### src/rtl/pipe_result_buffer.sv
// Result buffer for a pipelined adder: tracks valid tokens through the adder and
// stalls it when the FIFO is full. Optional stall counter via PIPE_RESULT_BUFFER_STALL_CNT_EN.
module pipe_result_buffer #(
  parameter int WIDTH = 4,
  parameter int DEPTH = 4
) (
  input  logic                     clk,
  input  logic                     rst,
  input  logic                     in_valid,
  output logic                     in_ready,
  output logic                     adder_en,
  input  logic [WIDTH-1:0]         sum_in,
  input  logic                     carry_in,
  output logic                     out_valid,
  input  logic                     out_ready,
  output logic [WIDTH-1:0]         out_sum,
  output logic                     out_carry,
  output logic [$clog2(DEPTH):0]   level
`ifdef PIPE_RESULT_BUFFER_STALL_CNT_EN
  ,
  output logic [15:0]              stall_cnt
`endif
);

  localparam int LAT = WIDTH + 1;
  localparam int AW  = $clog2(DEPTH);
  localparam int LW  = AW + 1;

  logic [LAT-1:0] vsr_r;
  logic [WIDTH:0] mem_r [DEPTH];
  logic [AW-1:0]  wr_ptr_r;
  logic [AW-1:0]  rd_ptr_r;
  logic [AW-1:0]  rd_next_s;
  logic [LW-1:0]  level_r;
  logic [LW-1:0]  level_pop_s;
  logic           out_valid_r;
  logic           out_carry_r;
  logic [WIDTH-1:0] out_sum_r;
  logic           head_s;
  logic           full_s;
  logic           pop_s;
  logic           push_s;
  logic           adder_en_s;

  // Flow control: the adder advances unless a valid result would have nowhere to go.
  always_comb begin
    head_s      = vsr_r[LAT-1];
    full_s      = (level_r == LW'(DEPTH));
    pop_s       = out_valid_r & out_ready;
    adder_en_s  = rst | ~head_s | ~full_s | pop_s;
    push_s      = head_s & adder_en_s;
    level_pop_s = level_r - LW'(pop_s);
    if (pop_s) begin
      rd_next_s = rd_ptr_r + AW'(1);
    end else begin
      rd_next_s = rd_ptr_r;
    end
  end

  assign adder_en  = adder_en_s;
  assign in_ready  = adder_en_s;
  assign out_valid = out_valid_r;
  assign out_sum   = out_sum_r;
  assign out_carry = out_carry_r;
  assign level     = level_r;

  // Valid-token shadow of the adder pipeline, frozen together with the adder.
  always_ff @(posedge clk or posedge rst) begin
    if (rst) begin
      vsr_r <= {LAT{1'b0}};
    end else if (adder_en_s) begin
      vsr_r <= {vsr_r[LAT-2:0], in_valid & adder_en_s};
    end else begin
      vsr_r <= vsr_r;
    end
  end

  // Result storage.
  always_ff @(posedge clk or posedge rst) begin
    if (rst) begin
      for (int i = 0; i < DEPTH; i++) begin
        mem_r[i] <= {(WIDTH+1){1'b0}};
      end
    end else if (push_s) begin
      mem_r[wr_ptr_r] <= {carry_in, sum_in};
    end else begin
      mem_r[wr_ptr_r] <= mem_r[wr_ptr_r];
    end
  end

  // Pointers and occupancy; pointers wrap naturally since DEPTH is a power of two.
  always_ff @(posedge clk or posedge rst) begin
    if (rst) begin
      wr_ptr_r <= {AW{1'b0}};
      rd_ptr_r <= {AW{1'b0}};
      level_r  <= {LW{1'b0}};
    end else begin
      rd_ptr_r <= rd_next_s;
      if (push_s) begin
        wr_ptr_r <= wr_ptr_r + AW'(1);
      end else begin
        wr_ptr_r <= wr_ptr_r;
      end
      case ({push_s, pop_s})
        2'b10:   level_r <= level_r + LW'(1);
        2'b01:   level_r <= level_r - LW'(1);
        default: level_r <= level_r;
      endcase
    end
  end

  // Registered head: only entries present before this edge become visible, so a
  // push into an empty FIFO shows up one cycle later (no fall-through).
  always_ff @(posedge clk or posedge rst) begin
    if (rst) begin
      out_valid_r <= 1'b0;
      out_sum_r   <= {WIDTH{1'b0}};
      out_carry_r <= 1'b0;
    end else begin
      out_valid_r <= (level_pop_s != {LW{1'b0}});
      if (level_pop_s != {LW{1'b0}}) begin
        {out_carry_r, out_sum_r} <= mem_r[rd_next_s];
      end else begin
        {out_carry_r, out_sum_r} <= {out_carry_r, out_sum_r};
      end
    end
  end

`ifdef PIPE_RESULT_BUFFER_STALL_CNT_EN
  logic [15:0] stall_cnt_r;

  assign stall_cnt = stall_cnt_r;

  // Saturating count of cycles where upstream is blocked.
  always_ff @(posedge clk or posedge rst) begin
    if (rst) begin
      stall_cnt_r <= 16'h0000;
    end else if (in_valid && !adder_en_s && (stall_cnt_r != 16'hFFFF)) begin
      stall_cnt_r <= stall_cnt_r + 16'h0001;
    end else begin
      stall_cnt_r <= stall_cnt_r;
    end
  end
`endif

endmodule

### config.mk
export PLATFORM = sky130hd
export DESIGN_NAME = pipe_result_buffer
export DESIGN_NICKNAME = d
export VERILOG_FILES = /design/src/rtl/pipe_result_buffer.sv
export SDC_FILE = /design/constraint.sdc
export NUM_CORES = 1
export LEC_CHECK = 0
export CAP_MARGIN = 20
export CELL_PAD_IN_SITES_DETAIL_PLACEMENT = 0
export CELL_PAD_IN_SITES_GLOBAL_PLACEMENT = 1
export CORE_MARGIN = 2
export CORE_UTILIZATION = 40
export CTS_CLUSTER_DIAMETER = 100
export CTS_CLUSTER_SIZE = 25
export DETAILED_ROUTE_END_ITERATION = 12
export PLACE_DENSITY_LB_ADDON = 0.1
export SLEW_MARGIN = 40
export SYNTH_ARGS = -nofsm -noshare
export SYNTH_HDL_FRONTEND = slang
export SYNTH_SLANG_ARGS = --single-unit
### constraint.sdc
create_clock -name clk -period 2.21 [get_ports clk]
set_input_delay 0.221 -clock clk [delete_from_list [all_inputs] [get_ports clk]]
set_output_delay 0.221 -clock clk [all_outputs]
set_load 0.005 [all_outputs]
==> out/summary.txt <==
number of fill cells: 441
Die Y: 73.6 um
status: finished, final reports clean
vias in the first global route: 1525
Pint: 2.14 mW
post-route ant nets: 0
IO Pins: 20
routed vias: 1491
Clk pwr share: 0.126
Sw Share: 0.397
share of the synthesized area in the top cell type: 0.491
WP data required: 2.39 ns
Ys Warns: 0
Finished Layout Cells: 264
post-DR vias/cell: 5.65
Async S/R FF share, synth: 1.00
Final Skew: 0.00513 ns
Post-synth EDFFs: 0
Post-synth top cells: dfrtp_1, a21oi_1, nor2_1
Slew headroom: 0.656
Port Buf Inserts: 19
Final HPWL DP: 3290 um
hold_sp: vsr_r[3]
cell count after placement: 257
# rows: 25
Hold WS: 0.472 ns
max-slew violation count: 0
library cells used by synthesis: 36
data arrival time of the critical path: 2.23 ns
number of antenna violations at the first check in global routing: 0
top_reg_cell synth: dfrtp_1
Psw: 1.40 mW
first-pass GRT wire length: 7520 um
Starting Density: 0.413
Congestion Overflow GR: 0
H-tree depth: 2
synthesized area per cell: 10.6 um2
Power Total: 3.54 mW
r2r startpoint: out_valid
DRC: 0
root buffer cell: clkbuf_8
Post-CTS Setup Inserts: 0
Worst Path Max Fanout: 7
reg2reg end: out_sum[0]
Yosys top cell by area: dfrtp_1
worst-margin pin slew: 0.514 ns
most frequent cell after synthesis: dfrtp_1
Bufs on Longest Clock Path: 2
fin crit period: 2.05 ns
Total Wirelength: 4600 um
Seq pwr share: 0.374
GRT Overall Usage: 0.190
share of layout cells above drive strength 1: 0.162
Comb pwr share: 0.500
first-pass iteration count of the detailed router: 5
mapped cell area: 1940 um2
final setup violation count: 0
Static Leak: 0.980 nW
nets: 226
Tcrit/Tclk final: 0.927
CTS tree: built
clock-pin slew on the worst setup and hold paths: 0.07 ns
Yosys reg bits: 38
antenna diode count: 0
cts bufs inserted: 5
syn_nets: 198
VDD IR max: 0.738 mV
crit end category: flip-flop
kind of critical path: flip-flop to flip-flop
clock sink total: 38
pwr dens: 1530 nW/um2
Core Box Area: 4690 um2
fmax: 488 MHz
synth top area cells: dfrtp_1, a21oi_1, mux4_2
RSZ-0062 raised after global routing: no
register area share after synthesis: 0.491
drt first-iter violations: 52
maximum number of pins on one net before global-route repair: 39
Hold Crit Depth: 1
Worst Setup Start Kind: flip-flop
DIE AREA: 5420 um2
worst skew pair latency: 0.29 ns
register-to-register setup slack: 0.16 ns
GPL Wtd Cong: 0.786
path depth of the worst reg2reg path: 6
Hold Crit Class: flip-flop to flip-flop
Max Cap Viol: 0
post-DR wirelength/cell: 17.4 um
Area Overhead vs Synth: 19.7%
Die W: 73.6 um
hold endpoint: vsr_r[4]
synthesized instance count: 182
endpoints failing hold: 0
## flip-flops by register name, summed over array words and instances, names as in the netlist
name and flops:
mem_r 20, vsr_r 5, out_sum 4, level 3, rd_ptr_r 2, wr_ptr_r 2
out_carry 1, out_valid 1
## power by group through the flow
stage	logic [mW]	registers, mW	clock network (mW)
2_1_floorplan	1.24	1.22	0
5_1_grt	1.98	1.37	0.493
3_5_place_dp	1.77	1.34	0
4_1_cts	1.78	1.32	0.465
3_3_place_gp	1.70	1.32	0
6_report	1.77	1.33	0.446
## cell type report
class | count | area [um2] | area share
inverter | 9 | 37.5 | 0.0162
tap | 54 | 67.6 | 0.0291
clock buffer | 7 | 76.3 | 0.0329
timing repair buffer | 31 | 280 | 0.121
sequential | 38 | 951 | 0.410
multi-input combinational | 125 | 907 | 0.391
## layout by cell type, fill, tap and decap left out, types with 2 or more instances in the layout
cell type / n
nand2b_1: 2
clkdlybuf4s50_1: 19
nor2_1: 23
o211ai_1: 4
xor2_1: 2
o32a_1: 4
dfrtp_1: 38
mux2i_1: 5
clkbuf_8: 5
nand3_1: 4
a21oi_1: 26
buf_4: 12
nand2_1: 10
clkbuf_1: 2
ha_1: 6
o21ai_0: 5
mux4_2: 5
xnor2_1: 4
and2_1: 4
inv_1: 8
mux2_2: 5
a22oi_1: 2
## worst max-delay path, stage by stage (launching register included)
cell,delay [ns]
dfrtp_1,0.45
and2_2,0.25
ha_1,0.26
nor2b_1,0.19
nand2_1,0.15
a32o_1,0.29
a2111oi_2,0.34
## through the flow
step	util	setup WS [ns]	instance area (um2)	TNS (ns)
2_1_floorplan	-	0.00646	1940	0
3_3_place_gp	0.477	0.0374	2240	0
3_5_place_dp	0.477	-0.101	2240	-0.125
4_1_cts	0.493	0.0996	2310	0
5_1_grt	0.494	0.0407	2320	0
6_report	0.494	0.160	2320	0
## cell families (layout without fill, tap and decap cells)
logic type      count (synthesis)  after routing  share of synthesized area
simple gates                   50             50                      0.123
compound gates                 47             47                      0.154
flops                          38             38                      0.491
buf+inv                        19             47                     0.0439
mux                            15             15                      0.113
fa+ha+maj                       7              7                     0.0491
xor+xnor                        6              6                     0.0271
## worst max path at each step
stage | from | end | slack [ns] | cells after the start
after CTS | out_valid | level[2] | 0.1 | 8
after detailed placement | out_ready | level[2] | -0.10 | 9
after global routing | out_valid | out_sum[0] | 0.04 | 6
after floorplan | rst | level[2] | 0.006 | 9
final | out_valid | out_sum[0] | 0.16 | 6
after global placement | out_ready | level[2] | 0.04 | 9
## what timing repair did
| action | in CTS | in global routing |
|---|---|---|
| endpoints found under the setup margin | 0 | 3 |
| hold buffers | 0 | 0 |
| gates resized for setup | 0 | 1 |
## per-layer routing
layer,vias to the layer above,global-route usage,share of wire
met4,0,0.0667,0.015
met2,37,0.322,0.51
met3,6,0.0370,0.030
met5,-,0,0
li1,695,-,-
met1,753,0.242,0.45
Power figures use the tool's default switching activity.
